**config.mk**
```make
export PLATFORM = sky130hd
export DESIGN_NAME = led_status_sequencer
export DESIGN_NICKNAME = d
export VERILOG_FILES = /design/src/rtl/led_status_sequencer.sv
export SDC_FILE = /design/constraint.sdc
export NUM_CORES = 1
export LEC_CHECK = 0
export BUFFER_PORTS_ARGS = -buffer_cell sky130_fd_sc_hd__buf_2
export CAP_MARGIN = 0
export CORE_MARGIN = 10
export CORE_UTILIZATION = 55
export DETAILED_ROUTE_END_ITERATION = 16
export PLACE_DENSITY = 0.72
export SETUP_SLACK_MARGIN = 0.15
export SLEW_MARGIN = 15
export SYNTH_ARGS = -nofsm -noshare
export SYNTH_HDL_FRONTEND = slang
export SYNTH_SLANG_ARGS = --single-unit
```
**constraint.sdc**
```tcl
create_clock -name led_clk -period 3.1 [get_ports led_clk]
set_clock_uncertainty 0.1 [all_clocks]
set_input_delay 0.31 -clock led_clk [delete_from_list [all_inputs] [get_ports led_clk]]
set_output_delay 0.31 -clock led_clk [all_outputs]
set_load 0.05 [all_outputs]
```
**src/rtl/led_status_sequencer.sv**
```systemverilog
// led_status_sequencer
// Turns a status code (0..3) into 1..4 timed flashes on led_en, followed by a
// dark gap and a one-cycle done_pulse. All timing is in prescaler ticks.
// Optional build macro: LED_STATUS_QUEUE_EN adds a one-entry pending register
// so an event arriving mid-pattern is captured and replayed after the gap.
module led_status_sequencer #(
    parameter int TICK_DIV  = 10_000_000,
    parameter int ON_TICKS  = 2,
    parameter int OFF_TICKS = 2,
    parameter int GAP_TICKS = 6,
    parameter int CNT_W     = 24
) (
    input  logic       led_clk,
    input  logic       led_rst,
    input  logic       evt_valid,
    input  logic [1:0] evt_code,
    output logic       evt_ready,
    output logic       led_en,
    output logic       busy,
    output logic       done_pulse
);

    // A parameter of 0 is treated as 1 so every phase lasts at least one tick.
    localparam int DIV_EFF = (TICK_DIV  < 1) ? 1 : TICK_DIV;
    localparam int ON_EFF  = (ON_TICKS  < 1) ? 1 : ON_TICKS;
    localparam int OFF_EFF = (OFF_TICKS < 1) ? 1 : OFF_TICKS;
    localparam int GAP_EFF = (GAP_TICKS < 1) ? 1 : GAP_TICKS;

    localparam logic [CNT_W-1:0] PRESC_MAX = CNT_W'(DIV_EFF - 1);
    localparam logic [15:0]      ON_LAST   = 16'(ON_EFF - 1);
    localparam logic [15:0]      OFF_LAST  = 16'(OFF_EFF - 1);
    localparam logic [15:0]      GAP_LAST  = 16'(GAP_EFF - 1);

    typedef enum logic [1:0] {
        S_IDLE = 2'd0,
        S_ON   = 2'd1,
        S_OFF  = 2'd2,
        S_GAP  = 2'd3
    } state_t;

    state_t           state_q, state_d;
    logic [CNT_W-1:0] presc_q, presc_d;
    logic [15:0]      tcnt_q, tcnt_d;
    logic [2:0]       flashes_q, flashes_d;
    logic             led_en_q, led_en_d;
    logic             done_q, done_d;

    logic             tick;
    logic             accept;
    logic             phase_end;
    logic [15:0]      phase_last;

`ifdef LED_STATUS_QUEUE_EN
    logic             pend_valid_q, pend_valid_d;
    logic [1:0]       pend_code_q, pend_code_d;
    // Set on the done cycle when a pattern is already loaded for replay.
    logic             relaunch_q, relaunch_d;

    assign evt_ready = !pend_valid_q;
`else
    assign evt_ready = (state_q == S_IDLE);
`endif

    assign accept     = evt_valid && evt_ready;
    assign busy       = (state_q != S_IDLE);
    assign led_en     = led_en_q;
    assign done_pulse = done_q;

    // Next-state, counter and registered-output computation.
    always_comb begin
        state_d    = state_q;
        presc_d    = presc_q;
        tcnt_d     = tcnt_q;
        flashes_d  = flashes_q;
        done_d     = 1'b0;
`ifdef LED_STATUS_QUEUE_EN
        pend_valid_d = pend_valid_q;
        pend_code_d  = pend_code_q;
        relaunch_d   = relaunch_q;
`endif

        tick = (state_q != S_IDLE) && (presc_q == PRESC_MAX);

        case (state_q)
            S_ON:    phase_last = ON_LAST;
            S_OFF:   phase_last = OFF_LAST;
            S_GAP:   phase_last = GAP_LAST;
            default: phase_last = 16'd0;
        endcase
        phase_end = tick && (tcnt_q == phase_last);

        // Prescaler free-runs while a pattern is active and idles at 0.
        if (state_q == S_IDLE) begin
            presc_d = '0;
        end else if (tick) begin
            presc_d = '0;
        end else begin
            presc_d = presc_q + 1'b1;
        end

        if (tick) begin
            tcnt_d = tcnt_q + 16'd1;
        end

        case (state_q)
            S_IDLE: begin
`ifdef LED_STATUS_QUEUE_EN
                if (relaunch_q) begin
                    relaunch_d = 1'b0;
                    state_d    = S_ON;
                    if (accept) begin
                        pend_valid_d = 1'b1;
                        pend_code_d  = evt_code;
                    end
                end else if (accept) begin
                    flashes_d = {1'b0, evt_code} + 3'd1;
                    state_d   = S_ON;
                end
`else
                if (accept) begin
                    flashes_d = {1'b0, evt_code} + 3'd1;
                    state_d   = S_ON;
                end
`endif
            end
            S_ON: begin
                if (phase_end) begin
                    state_d = S_OFF;
                end
            end
            S_OFF: begin
                if (phase_end) begin
                    if (flashes_q > 3'd1) begin
                        flashes_d = flashes_q - 3'd1;
                        state_d   = S_ON;
                    end else begin
                        state_d = S_GAP;
                    end
                end
            end
            S_GAP: begin
                if (phase_end) begin
                    state_d = S_IDLE;
                    done_d  = 1'b1;
`ifdef LED_STATUS_QUEUE_EN
                    if (pend_valid_q) begin
                        flashes_d    = {1'b0, pend_code_q} + 3'd1;
                        pend_valid_d = 1'b0;
                        relaunch_d   = 1'b1;
                    end else if (accept) begin
                        flashes_d  = {1'b0, evt_code} + 3'd1;
                        relaunch_d = 1'b1;
                    end
`endif
                end
            end
            default: state_d = S_IDLE;
        endcase

`ifdef LED_STATUS_QUEUE_EN
        // Any event taken mid-pattern (other than the gap-completion bypass)
        // is parked in the pending register.
        if (accept && (state_q != S_IDLE) && !(state_q == S_GAP && phase_end)) begin
            pend_valid_d = 1'b1;
            pend_code_d  = evt_code;
        end
`endif

        if (state_d != state_q) begin
            tcnt_d = '0;
        end

        led_en_d = (state_d == S_ON);
    end

    // FSM and counter registers with synchronous active-high reset.
    always_ff @(posedge led_clk) begin
        if (led_rst) begin
            state_q   <= S_IDLE;
            presc_q   <= '0;
            tcnt_q    <= '0;
            flashes_q <= '0;
            led_en_q  <= 1'b0;
            done_q    <= 1'b0;
`ifdef LED_STATUS_QUEUE_EN
            pend_valid_q <= 1'b0;
            pend_code_q  <= '0;
            relaunch_q   <= 1'b0;
`endif
        end else begin
            state_q   <= state_d;
            presc_q   <= presc_d;
            tcnt_q    <= tcnt_d;
            flashes_q <= flashes_d;
            led_en_q  <= led_en_d;
            done_q    <= done_d;
`ifdef LED_STATUS_QUEUE_EN
            pend_valid_q <= pend_valid_d;
            pend_code_q  <= pend_code_d;
            relaunch_q   <= relaunch_d;
`endif
        end
    end

endmodule
```
# After elaboration in Yosys (flattened, before gate mapping)
# Index checks and enable logic that the tools add are counted.
# Widths: inputs -> output; s select.
word_totals:
  regBits: 47
  inputBits: 5
op_classes:
  add_sub_neg: 4
  n_bitwise: 1
  order_cmp: 1
  eq_ne: 10
  mux: 12
  n_reduce_logical: 11
op_table:
  columns: ["op", "n"]
  rows:
  - ["$add 24x1->24 const B", 1]
  - ["$eq 24x24->1 const B", 1]
  - ["$add 16x1->16 const B", 1]
  - ["$eq 16x16->1", 1]
  - ["$pmux 3 s2", 2]
  - ["$mux 2", 5]
  - ["$mux 3", 3]
  - ["$pmux 2 s4", 1]
  - ["$reduce_or 2->1", 3]
  - ["$eq 2x1->1 const B", 2]
  - ["$eq 2x2->1 const B", 2]
  - ["$ne 2x2->1 const B", 2]
  - ["$reduce_and 4->1", 1]
  - ["$reduce_bool 2->1", 2]
  - ["$add 2x1->3 const B", 1]
  - ["$gt 3x1->1 const B", 1]
  - ["$logic_and 1x1->1", 3]
  - ["$reduce_or 3->1", 1]
  - ["$sub 3x1->3 const B", 1]
  - ["$logic_not 2->1", 1]
  - ["$ne 2x1->1 const B", 1]
  - ["$ne 2x2->1", 1]
  - ["$mux 1", 1]
  - ["$not 1->1", 1]

# Longest topological paths before layout
# Gate-level depths: netlist of run 1.
depth:
  word_depth: 9
  ltp_mapped: 9
  mapped_depth_nobuf: 7

# Worst setup path before layout of run 1
# No wires, ideal clock.
synth_path:
  path_kind: "flip-flop to flip-flop"
  startpoint: "register state_q[1]"
  endpoint: "register presc_q[9]"
  setup_time_ns: 0.065
  n_path_buf: 3
  stages_incl_launch_ff: 9
  arrival_time_ns: 2.100
  setup_slack_ns: 0.835
  path_cell_list: "dfxtp_1 > clkbuf_8 > inv_1 > nand2_1 > inv_1 > or3_1 > buf_2 > buf_2 > nor2_1"
synth_via:
  elab_chain_cells: 3
  elab_cells_between_ends: 4
  classes_between: "reduce/logical: 4"
synth_rtl:
  columns: ["element", "line_no", "source"]
  rows:
  - ["start: declaration", "41", "state_t state_q, state_d;"]
  - ["start signal: assignment", "191", "state_q <= state_d;"]
  - ["$reduce_bool 2->1", null, null]
  - ["named net busy", "19", "output logic busy,"]
  - ["$logic_and 1x1->1", "82", "tick = (state_q != S_IDLE) && (presc_q == PRESC_MAX);"]
  - ["$reduce_or 3->1 (no line)", null, null]
  - ["end signal: assignment", "192", "presc_q <= presc_d;"]
  - ["end: declaration", "42", "logic [CNT_W-1:0] presc_q, presc_d;"]
# The timed path passes the listed nets, and every way through them passes these cells.
# A chain may end at the register's enable or synchronous reset.

# Worst setup path in the final report of run 1
layout_path:
  startpoint: "register presc_q[0]"
  endpoint: "register tcnt_q[13]"
layout_via:
  elab_chain_cells: 7
  elab_cells_between_ends: 9
  classes_between: "eq/ne: 2; mux: 4; reduce/logical: 3"
layout_rtl:
  columns: ["element", "line_no", "source"]
  rows:
  - ["$eq 24x24->1 (*)", "82", null]
  - ["$logic_and 1x1->1 (*)", "82", null]
  - ["$logic_and 1x1->1", "90", "phase_end = tick && (tcnt_q == phase_last);"]
  - ["$mux 2, on equally long branches", "142, 127, 132", null]
  - ["$pmux 2 s4", "105", "case (state_q)"]
  - ["$ne 2x2->1", "169", "if (state_d != state_q) begin"]
  - ["$reduce_or 2->1 (no line)", null, null]
  - ["end signal: assignment", "193", "tcnt_q <= tcnt_d;"]
  - ["end: declaration", "43", "logic [15:0] tcnt_q, tcnt_d;"]
# Mark *: on every way between the ends. The rest lies on a longest branch, timed or not.

==> results of run 1 <==
==> flip-flops by register name, summed over array words and instances, names as in the netlist <==
name	flops
presc_q	24
done_pulse	1
state_q	2
flashes_q	3
tcnt_q	16
led_en	1
==> critical path, delay by kind of cell, from the launching register on <==
kind / cells / cell delay, ns
flip-flops: 1 / 0.38
AO/OA/AOI/OAI: 1 / 0.14
adder cells (fa/ha/maj): 1 / 0.21
AND/OR/NAND/NOR: 4 / 1.37
==> per-layer routing <==
metal / wire, um / up-vias / part of all wire (%) / track usage (%)
li1: - / 1034 / - / -
met1: 2370 / 936 / 50 / 16.2
met2: 2150 / 28 / 46 / 21.5
met3: 137 / 4 / 2.9 / 3.47
met4: 71 / 0 / 1.5 / 5.45
met5: 0 / - / 0 / 0
==> how the worst min path moves through the flow <==
stage,from,end,slack (ns)
2_1_floorplan,presc_q[0]$_SDFF_PP0_,presc_q[0]$_SDFF_PP0_,0.33
3_3_place_gp,presc_q[0]$_SDFF_PP0_,presc_q[0]$_SDFF_PP0_,0.35
3_5_place_dp,presc_q[0]$_SDFF_PP0_,presc_q[0]$_SDFF_PP0_,0.35
4_1_cts,led_rst,flashes_q[0]$_SDFFE_PP0P_,0.17
5_1_grt,led_rst,state_q[1]$_SDFF_PP0_,0.20
6_report,led_rst,flashes_q[0]$_SDFFE_PP0P_,0.19
==> cells by family (layout without fill, tap and decap cells) <==
kind of cell | Yosys count | in the layout | synth area share [%]
xor+xnor | 26 | 26 | 9.31
fa+ha+maj | 5 | 5 | 2.56
flops | 47 | 47 | 38.5
compound gates | 43 | 43 | 10.6
simple gates | 141 | 141 | 32.3
mux | 3 | 3 | 1.23
buf+inv | 24 | 29 | 5.52
==> through the flow <==
step	std cells	setup WS, ns	hold slack (ns)
CTS	346	0.850	0.173
detailed placement	338	0.860	0.350
global route	346	0.676	0.204
global placement	338	0.910	0.345
finish	346	0.846	0.194
floorplan	289	0.835	0.330
==> cells in the mapped netlist, types with 2 or more instances <==
cell	number	area, um^2
dfxtp_1	47	941
nor2_1	37	139
nand2_1	18	67.6
nand3_1	18	90.1
o21ai_0	16	80.1
a21oi_1	13	65.1
or3_1	13	81.3
xnor2_1	13	114
xor2_1	13	114
inv_1	11	41.3
nand4_1	10	62.6
and3_1	8	50.1
nor3_1	6	30.0
nor4_1	6	37.5
ha_1	5	62.6
and4_1	4	35.0
buf_2	4	20.0
nor4b_1	4	35.0
a211oi_1	3	22.5
a21oi_2	3	26.3
buf_6	3	33.8
mux2i_1	3	30.0
nor4bb_1	3	30.0
a31oi_1	2	12.5
buf_4	2	15.0
clkbuf_1	2	7.51
nand2b_1	2	12.5
==> layout make-up <==
| class | count | area [um^2] |
|---|---|---|
| fill | 398 | 1750 |
| multi-input combinational | 218 | 1370 |
| timing repair buffer | 10 | 55.1 |
| clock buffer | 8 | 100 |
| sequential | 47 | 941 |
| inverter | 11 | 41.3 |
| tap | 52 | 65.1 |
==> power by group <==
part / switching (W) / internal (W) / total, W
logic: 0.0000410 / 0.0000209 / 0.0000619
clock network: 0.000196 / 0.000204 / 0.000400
registers: 0.00000775 / 0.000610 / 0.000617
==> summary.txt, run 1 <==
Worst hold path
  – Class of the worst hold path: in2reg
  – Hold path depth: 2

Clock tree
  – CTS clk-pin slew, worst paths: 0.08 ns
  – Setup bufs post-CTS: 0
  – Worst skew pair latency: 0.29 ns
  – Clk buf depth: 2
  – Root Buffer: clkbuf_8
  – Post_cts resized: 0
  – CTS sink count: 47
  – Hold buffers post-CTS: 0
  – H-tree Lvls: 2
  – CTS Buf Count: 5
  – TritonCTS clock tree: done

Drt
  – Post-route ant nets: 0
  – Vias: 2002
  – DR vias/cell: 5.79
  – Drt wl/cell: 13.7 um
  – DR iter-0 viols: 136
  – DRT Pass-1 Iters: 4
  – DRC: 0
  – Final wirelength: 4.73 mm

Critical path
  – CP Cell Sequence: ha_1 -> and4_1 -> nand4_2 -> or3_4 -> or3_1 -> a21oi_1
  – R2r startpoint: presc_q[0]$_SDFF_PP0_
  – Crit path max fanout: 13
  – Setup CP Type: reg2reg
  – Worst flop-to-flop path endpoint: tcnt_q[13]$_SDFFE_PP0P_
  – Max stage delay on crit path: 0.49 ns
  – Worst setup path endpoint: tcnt_q[13]$_SDFFE_PP0P_
  – Worst r2r path cells: 6
  – R2r setup slk: 0.85 ns
  – CP Launch Type: flip-flop
  – Critical path's slowest cell: or3_4
  – Critical Path Start: presc_q[0]$_SDFF_PP0_
  – Worst Path Required: 3.23 ns
  – Critical Path AT: 2.38 ns
  – CP endpoint kind: flip-flop

Yosys
  – Mapped Area: 2450 um^2
  – Number of flops mapped to enable cells by yosys: 0
  – Async set-or-reset flop fraction in the synthesized netlist: 0%
  – Main synth FF type: dfxtp_1
  – FF+latch count, synth: 47
  – Synth Net Count: 299
  – Register area share after synthesis: 38.5%
  – Ys Warns: 0
  – Distinct cells, synth: 47
  – Avg Cell Area, Syn: 8.46 um^2
  – Cells after synthesis: 289

GRT
  – Initial antenna violation count: 0
  – Grt ovf: 0
  – Largest net degree at the start of global routing: 25
  – Tot GR Track Use: 13.3%
  – First-pass GRT wire length: 8.32 mm
  – Vias in the first global route: 1904

Floorplan
  – Die area: 7520 um^2
  – Die height: 86.7 um
  – Die width: 86.7 um
  – Placeable Area: 4320 um^2
  – Initial Utilization: 56.6%
  – Ports: 9
  – Num rows: 24

Final layout
  – Area growth syn-to-layout: 5.17%
  – # nets final: 303
  – Final Util: 59.5%
  – Commonest non-fill, non-tap cell in the layout: dfxtp_1
  – Layout cells sized above 1: 9.52%
  – Fin area: 2570 um^2
  – Antenna diode count: 0
  – Most frequent cells in the layout: 47 x dfxtp_1, 37 x nor2_1, 18 x nand2_1, 18 x nand3_1, 16 x o21ai_0

Timing
  – Max Freq: 444 MHz
  – Slew @ Worst Pin: 0.518 ns
  – RSZ-0062 raised after global routing: false
  – Setup violations, final: 0
  – Tcrit/Tclk final: 72.7%
  – Min Tclk post-route: 2.25 ns
  – Final hold vios: 0
  – Slew Viols, Final: 0
  – Post-Route Setup TNS: 0 ns
  – Slew margin rel.: 65.2%

Placement
  – Placer's final routability congestion estimate: 0.799
  – DP Wirelength: 3.38 mm
  – IO Port Bufs: 8
  – Area after DPL: 2470 um^2

Job
  – MaxCap Viol Count: 0

Pwr
  – Lkg Pwr: 0.854 nW
  – Pwr Total: 0.00108 W
  – Max IR drop VDD: 0.299 mV
  – PwrDens: 419 nW/um^2

Run status
  – Status: complete, no violations
Note: power is estimated with default switching activity, not from simulation.
==> run 2: changes to the inputs <==
==> constraint.sdc (replaced) <==
create_clock -name led_clk -period 2.2 [get_ports led_clk]
set_clock_uncertainty 0.1 [all_clocks]
set_input_delay 0.22 -clock led_clk [delete_from_list [all_inputs] [get_ports led_clk]]
set_output_delay 0.22 -clock led_clk [all_outputs]
set_load 0.05 [all_outputs]
==> summary.txt, run 2 (synthesized netlist as in run 1, its figures left out) <==
Run status
  – Status: complete, no violations (unchanged)

Drt
  – Post-route ant nets: 0 (unchanged)
  – Final wirelength: 5.35 mm (was 4.73 mm)
  – DR vias/cell: 5.89 (was 5.79)
  – DR iter-0 viols: 141 (was 136)
  – Drt wl/cell: 14.6 um (was 13.7 um)
  – DRC: 0 (unchanged)
  – DRT Pass-1 Iters: 4 (unchanged)
  – Vias: 2156 (was 2002)

Pwr
  – Logic pwr share: 6.4% (was 5.7%)
  – Pwr Total: 0.00150 W (was 0.00108 W)
  – Max IR drop VDD: 0.433 mV (was 0.299 mV)
  – Sequential Power Share: 58.0% (was 57.2%)
  – Clk network pwr share: 35.6% (was 37.0%)
  – Lkg Pwr: 0.980 nW (was 0.854 nW)
  – Net Sw Power: 0.000380 W (was 0.000245 W)
  – PwrDens: 521 nW/um^2 (was 419 nW/um^2)
  – Switching share of power: 25.3% (was 22.7%)
  – Internal: 0.00112 W (was 0.000834 W)

Placement
  – DP Worst Slack: 0.0904 ns (was 0.860 ns)
  – Placer's final routability congestion estimate: 0.874 (was 0.799)
  – DP Wirelength: 3.35 mm (was 3.38 mm)
  – IO Port Bufs: 8 (unchanged)

Final layout
  – # nets final: 323 (was 303)
  – Most flops, register: presc_q (unchanged)
  – Top Registers: presc_q (24), tcnt_q (16), flashes_q (3) (unchanged)
  – Antenna diode count: 0 (unchanged)
  – Layout cells sized above 1: 23.9% (was 9.52%)
  – Commonest non-fill, non-tap cell in the layout: dfxtp_1 (unchanged)
  – Most frequent cells in the layout: 40 x dfxtp_1, 37 x nor2_1, 18 x nand3_1, 18 x buf_4, 17 x nand2_1 (was 47 x dfxtp_1, 37 x nor2_1, 18 x nand2_1, 18 x nand3_1, 16 x o21ai_0)
  – Max FFs per register: 24 (unchanged)
  – FILL cells: 367 (was 398)
  – Area growth syn-to-layout: 17.8% (was 5.17%)

Timing
  – Slew @ Worst Pin: 0.382 ns (was 0.518 ns)
  – Final WS setup: 0.0788 ns (was 0.846 ns)
  – Slew Viols, Final: 0 (unchanged)
  – Setup violations, final: 0 (unchanged)
  – RSZ-0062 raised after global routing: true (was false)
  – Slew margin rel.: 74.3% (was 65.2%)
  – Max Freq: 471 MHz (was 444 MHz)
  – Min Tclk post-route: 2.12 ns (was 2.25 ns)
  – Tcrit/Tclk final: 96.4% (was 72.7%)
  – Post-Route Setup TNS: 0 ns (unchanged)
  – Final hold vios: 0 (unchanged)

GRT
  – First-pass GRT wire length: 8.65 mm (was 8.32 mm)
  – Initial antenna violation count: 0 (unchanged)
  – Tot GR Track Use: 13.8% (was 13.3%)
  – Largest net degree at the start of global routing: 25 (unchanged)
  – Vias in the first global route: 1998 (was 1904)
  – Grt ovf: 0 (unchanged)

Critical path
  – Max stage delay on crit path: 0.54 ns (was 0.49 ns)
  – Worst Path Required: 2.30 ns (was 3.23 ns)
  – Critical path's slowest cell: or4_4 (was or3_4)
  – Critical Path AT: 2.22 ns (was 2.38 ns)
  – Crit path max fanout: 9 (was 13)
  – Setup CP Type: reg2reg (unchanged)
  – CP Launch Type: flip-flop (unchanged)
  – R2r startpoint: presc_q[7]$_SDFF_PP0_ (was presc_q[0]$_SDFF_PP0_)
  – CP Cell Sequence: nor4b_2 -> nand3_1 -> or4_4 -> buf_6 -> nand3b_2 -> nor2_1 (was ha_1 -> and4_1 -> nand4_2 -> or3_4 -> or3_1 -> a21oi_1)
  – CP endpoint kind: flip-flop (unchanged)
  – Critical Path Start: presc_q[7]$_SDFF_PP0_ (was presc_q[0]$_SDFF_PP0_)

Job
  – MaxCap Viol Count: 0 (unchanged)

Clock tree
  – Worst skew pair latency: 0.31 ns (was 0.29 ns)
  – CTS sink count: 47 (unchanged)
  – Clk buf depth: 2 (unchanged)
  – Root Buffer: clkbuf_8 (unchanged)
  – H-tree Lvls: 2 (unchanged)
  – CTS clk-pin slew, worst paths: 0.09 ns (was 0.08 ns)
  – CTS Buf Count: 5 (unchanged)
  – TritonCTS clock tree: done (unchanged)

Floorplan
  – Die area: 7520 um^2 (unchanged)
  – Initial Utilization: 56.6% (unchanged)
  – Die width: 86.7 um (unchanged)
  – Die height: 86.7 um (unchanged)
  – Num rows: 24 (unchanged)
  – Placeable Area: 4320 um^2 (unchanged)
  – Ports: 9 (unchanged)

Worst hold path
  – Origin of the worst min-delay path: led_rst (unchanged)
  – Class of the worst hold path: in2reg (unchanged)
[run 2: cell count changes in the layout (fill, tap and decap cells not counted), moves of 4 or more]
cell,change
dfxtp_2,+6
nor4_1,-4
buf_4,+16
nor4_2,+4
nor4b_1,-4
dfxtp_1,-7
[run 2: area by class of cell]
class / count / area (um^2) / area share (%)
clock inverter: 3 / 23.8 / 0.825
tap: 52 / 65.1 / 2.26
clock buffer: 5 / 68.8 / 2.39
inverter: 11 / 45.0 / 1.56
timing repair buffer: 28 / 206 / 7.16
multi-input combinational: 220 / 1520 / 52.8
sequential: 47 / 952 / 33.0
[run 2: repair_timing]
item                       CTS  global route
cloned                       1             1
buffers inserted             0             3
hold buffers                 0             0
setup endpoints to repair   24            25
resized for setup           11            21
pin swaps                    1             8
[run 2: path summary, 6_finish.rpt]
path | end | slack, ns | depth (start not counted)
min reg2reg | presc_q[0]$_SDFF_PP0_ | 0.35 | 1
min | state_q[0]$_SDFF_PP0_ | 0.11 | 2
max | tcnt_q[3]$_SDFFE_PP0P_ | 0.08 | 6
max reg2reg | tcnt_q[3]$_SDFFE_PP0P_ | 0.08 | 6
[run 2: metal layers]
metal	GRT usage (%)	wire length, um	vias up
met4	6.19	93	0
met5	0	0	-
met2	22.3	2570	54
met3	3.47	226	7
met1	16.7	2460	1018
li1	-	-	1077
[run 2: power by group through the flow]
stage          registers (W)  clock network, W   logic, W
3_3_place_gp        0.000890                 0  0.0000920
6_report            0.000871          0.000534  0.0000966
2_1_floorplan       0.000890                 0  0.0000733
5_1_grt             0.000872          0.000574   0.000108
4_1_cts             0.000871          0.000547  0.0000939
3_5_place_dp        0.000890                 0  0.0000935
[run 2: worst max-delay path, delay by kind of cell (launching register included)]
| kind | cells | cell delay (ns) |
|---|---|---|
| buffers and inverters | 1 | 0.16 |
| and+or+nand+nor | 5 | 1.33 |
| DFF | 1 | 0.41 |
[run 2: per-stage QoR]
stage	hold WS [ns]	area, um^2	cells	utilization [%]
final	0.106	2880	366	66.6
after global placement	0.316	2610	353	60.4
after detailed placement	0.323	2610	353	60.4
after floorplan	0.308	2460	289	-
after global routing	0.132	2880	366	66.6
after CTS	0.0787	2780	362	64.2
==> run 3: changes to the inputs <==
--- a/config.mk
+++ b/config.mk
@@ -8,9 +8,9 @@
 export BUFFER_PORTS_ARGS = -buffer_cell sky130_fd_sc_hd__buf_2
 export CAP_MARGIN = 0
 export CORE_MARGIN = 10
-export CORE_UTILIZATION = 55
+export CORE_UTILIZATION = 40
 export DETAILED_ROUTE_END_ITERATION = 16
-export PLACE_DENSITY = 0.72
+export MAX_ROUTING_LAYER = met4
 export SETUP_SLACK_MARGIN = 0.15
 export SLEW_MARGIN = 15
 export SYNTH_ARGS = -nofsm -noshare
==> summary.txt, run 3 (synthesized netlist as in run 1, its figures left out) <==
Drt
  – DR vias/cell: 5.42 (was 5.89)
  – Drt wl/cell: 13.5 um (was 14.6 um)
  – DRT Pass-1 Iters: 4 (unchanged)
  – Final wirelength: 5.26 mm (was 5.35 mm)
  – Vias: 2107 (was 2156)
  – DRC: 0 (unchanged)
  – Post-route ant nets: 0 (unchanged)
  – DR iter-0 viols: 106 (was 141)

Run status
  – Status: complete, no violations (unchanged)

Final layout
  – Fin area: 2910 um^2 (was 2880 um^2)
  – # nets final: 323 (unchanged)
  – Layout cells sized above 1: 20.7% (was 23.9%)
  – Final Non-Filler Cells: 389 (was 366)
  – Most frequent cells in the layout: 44 x dfxtp_1, 37 x nor2_1, 18 x nand3_1, 18 x buf_4, 17 x nand2_1 (was 40 x dfxtp_1, 37 x nor2_1, 18 x nand3_1, 18 x buf_4, 17 x nand2_1)
  – Max FFs per register: 24 (unchanged)
  – Area growth syn-to-layout: 18.8% (was 17.8%)
  – Top Registers: presc_q (24), tcnt_q (16), flashes_q (3) (unchanged)
  – Antenna diode count: 0 (unchanged)
  – Commonest non-fill, non-tap cell in the layout: dfxtp_1 (unchanged)
  – Most flops, register: presc_q (unchanged)

Pwr
  – Internal: 0.00126 W (was 0.00112 W)
  – Clk network pwr share: 40.3% (was 35.6%)
  – Logic pwr share: 6.2% (was 6.4%)
  – Switching share of power: 22.4% (was 25.3%)
  – Pwr Total: 0.00163 W (was 0.00150 W)
  – Lkg Pwr: 0.992 nW (was 0.980 nW)
  – Max IR drop VDD: 0.307 mV (was 0.433 mV)
  – Sequential Power Share: 53.4% (was 58.0%)
  – Net Sw Power: 0.000364 W (was 0.000380 W)
  – PwrDens: 560 nW/um^2 (was 521 nW/um^2)

Timing
  – Slew margin rel.: 65.5% (was 74.3%)
  – Min Tclk post-route: 1.98 ns (was 2.12 ns)
  – Setup violations, final: 0 (unchanged)
  – Tcrit/Tclk final: 90.0% (was 96.4%)
  – Final hold vios: 0 (unchanged)
  – Max Freq: 505 MHz (was 471 MHz)
  – WHS: 0.120 ns (was 0.106 ns)
  – Post-Route Setup TNS: 0 ns (unchanged)
  – RSZ-0062 raised after global routing: true (unchanged)
  – Slew @ Worst Pin: 0.514 ns (was 0.382 ns)
  – Slew Viols, Final: 0 (unchanged)

Critical path
  – Max stage delay on crit path: 0.44 ns (was 0.54 ns)
  – Critical Path AT: 2.12 ns (was 2.22 ns)
  – Setup CP Type: reg2reg (unchanged)
  – Crit path max fanout: 7 (was 9)
  – Worst setup path endpoint: tcnt_q[13]$_SDFFE_PP0P_ (was tcnt_q[3]$_SDFFE_PP0P_)
  – Worst r2r path cells: 6 (unchanged)
  – Worst path depth: 6 (unchanged)
  – R2r setup slk: 0.22 ns (was 0.08 ns)
  – Worst flop-to-flop path endpoint: tcnt_q[13]$_SDFFE_PP0P_ (was tcnt_q[3]$_SDFFE_PP0P_)
  – R2r startpoint: presc_q[1]$_SDFF_PP0_ (was presc_q[7]$_SDFF_PP0_)
  – Worst Path Required: 2.34 ns (was 2.30 ns)
  – Critical path's slowest cell: or3_4 (was or4_4)
  – CP Cell Sequence: ha_4 -> and4_4 -> nand4_4 -> or3_4 -> or3_1 -> a21oi_1 (was nor4b_2 -> nand3_1 -> or4_4 -> buf_6 -> nand3b_2 -> nor2_1)
  – CP endpoint kind: flip-flop (unchanged)
  – Critical path's top delay family: simple AND/OR/NAND/NOR gates (unchanged)
  – CP bufs+invs: 0 (was 1)
  – CP Launch Type: flip-flop (unchanged)
  – Critical Path Start: presc_q[1]$_SDFF_PP0_ (was presc_q[7]$_SDFF_PP0_)

Clock tree
  – Clk buf depth: 2 (unchanged)
  – Worst skew pair latency: 0.30 ns (was 0.31 ns)
  – Root Buffer: clkbuf_8 (unchanged)
  – H-tree Lvls: 2 (unchanged)
  – CTS clk-pin slew, worst paths: 0.09 ns (about the same)
  – CTS sink count: 47 (unchanged)
  – Hold buffers post-CTS: 0 (unchanged)
  – TritonCTS clock tree: done (unchanged)
  – CTS Buf Count: 5 (unchanged)

Placement
  – Area after DPL: 2650 um^2 (was 2610 um^2)
  – Placer's final routability congestion estimate: 0.853 (was 0.874)
  – Placed insts: 377 (was 353)
  – IO Port Bufs: 8 (unchanged)
  – DP Wirelength: 3.52 mm (was 3.35 mm)

Floorplan
  – Initial Utilization: 41.3% (was 56.6%)
  – Die width: 98.2 um (was 86.7 um)
  – Die height: 98.2 um (was 86.7 um)
  – Die area: 9640 um^2 (was 7520 um^2)
  – Num rows: 28 (was 24)
  – Ports: 9 (unchanged)
  – Placeable Area: 5920 um^2 (was 4320 um^2)

Job
  – MaxCap Viol Count: 0 (unchanged)

GRT
  – Vias in the first global route: 1846 (was 1998)
  – Largest net degree at the start of global routing: 25 (unchanged)
  – Tot GR Track Use: 10.4% (was 13.8%)
  – Initial antenna violation count: 0 (unchanged)
  – Grt ovf: 0 (unchanged)
  – First-pass GRT wire length: 8.47 mm (was 8.65 mm)

Worst hold path
  – Class of the worst hold path: in2reg (unchanged)
[run 3: repair_timing]
item,CTS,global route
cloned,1,2
setup endpoints to repair,23,26
hold endpoints to repair,0,0
resized for setup,9,12
pin swaps,1,2
buffers inserted,0,1
[run 3: worst register-to-register path: stages (launching register included)]
cell     delay [ns]
dfxtp_2        0.37
ha_4           0.15
and4_4         0.25
nand4_4        0.12
or3_4          0.44
or3_1          0.36
a21oi_1        0.13
[run 3: metrics by stage]
step,utilization [%],worst slack (ns)
2_1_floorplan,-,0.155
3_5_place_dp,44.7,0.0267
3_3_place_gp,44.7,0.0611
5_1_grt,49.1,0.107
4_1_cts,47.7,0.168
6_report,49.1,0.220
[run 3: worst min path at each step]
| stage | start | to | slack, ns | cells past startpoint |
|---|---|---|---|---|
| after floorplan | presc_q[0]$_SDFF_PP0_ | presc_q[0]$_SDFF_PP0_ | 0.31 | 1 |
| after global placement | presc_q[0]$_SDFF_PP0_ | presc_q[0]$_SDFF_PP0_ | 0.33 | 1 |
| after detailed placement | presc_q[0]$_SDFF_PP0_ | presc_q[0]$_SDFF_PP0_ | 0.33 | 1 |
| after CTS | led_rst | state_q[1]$_SDFF_PP0_ | 0.08 | 2 |
| after global routing | led_rst | flashes_q[0]$_SDFFE_PP0P_ | 0.13 | 2 |
| final | led_rst | state_q[1]$_SDFF_PP0_ | 0.12 | 2 |
[run 3: metal layers]
layer,track usage [%],wire [um]
met1,13.4,2650
met2,15.4,2400
met3,2.26,132
met4,4.08,78
met5,-,0
[run 3: layout make-up]
type	count	area, um^2
clock buffer	6	82.6
tap	75	93.8
clock inverter	2	35.0
inverter	11	45.0
fill	558	3010
sequential	47	947
multi-input combinational	221	1510
timing repair buffer	27	195
[run 3: power groups by stage]
stage / combinational (W) / clock (W) / sequential (W)
finish: 0.000101 / 0.000657 / 0.000870
global route: 0.000112 / 0.000710 / 0.000871
CTS: 0.0000968 / 0.000681 / 0.000870
detailed placement: 0.0000965 / 0 / 0.000889
global placement: 0.0000967 / 0 / 0.000889
floorplan: 0.0000733 / 0 / 0.000890
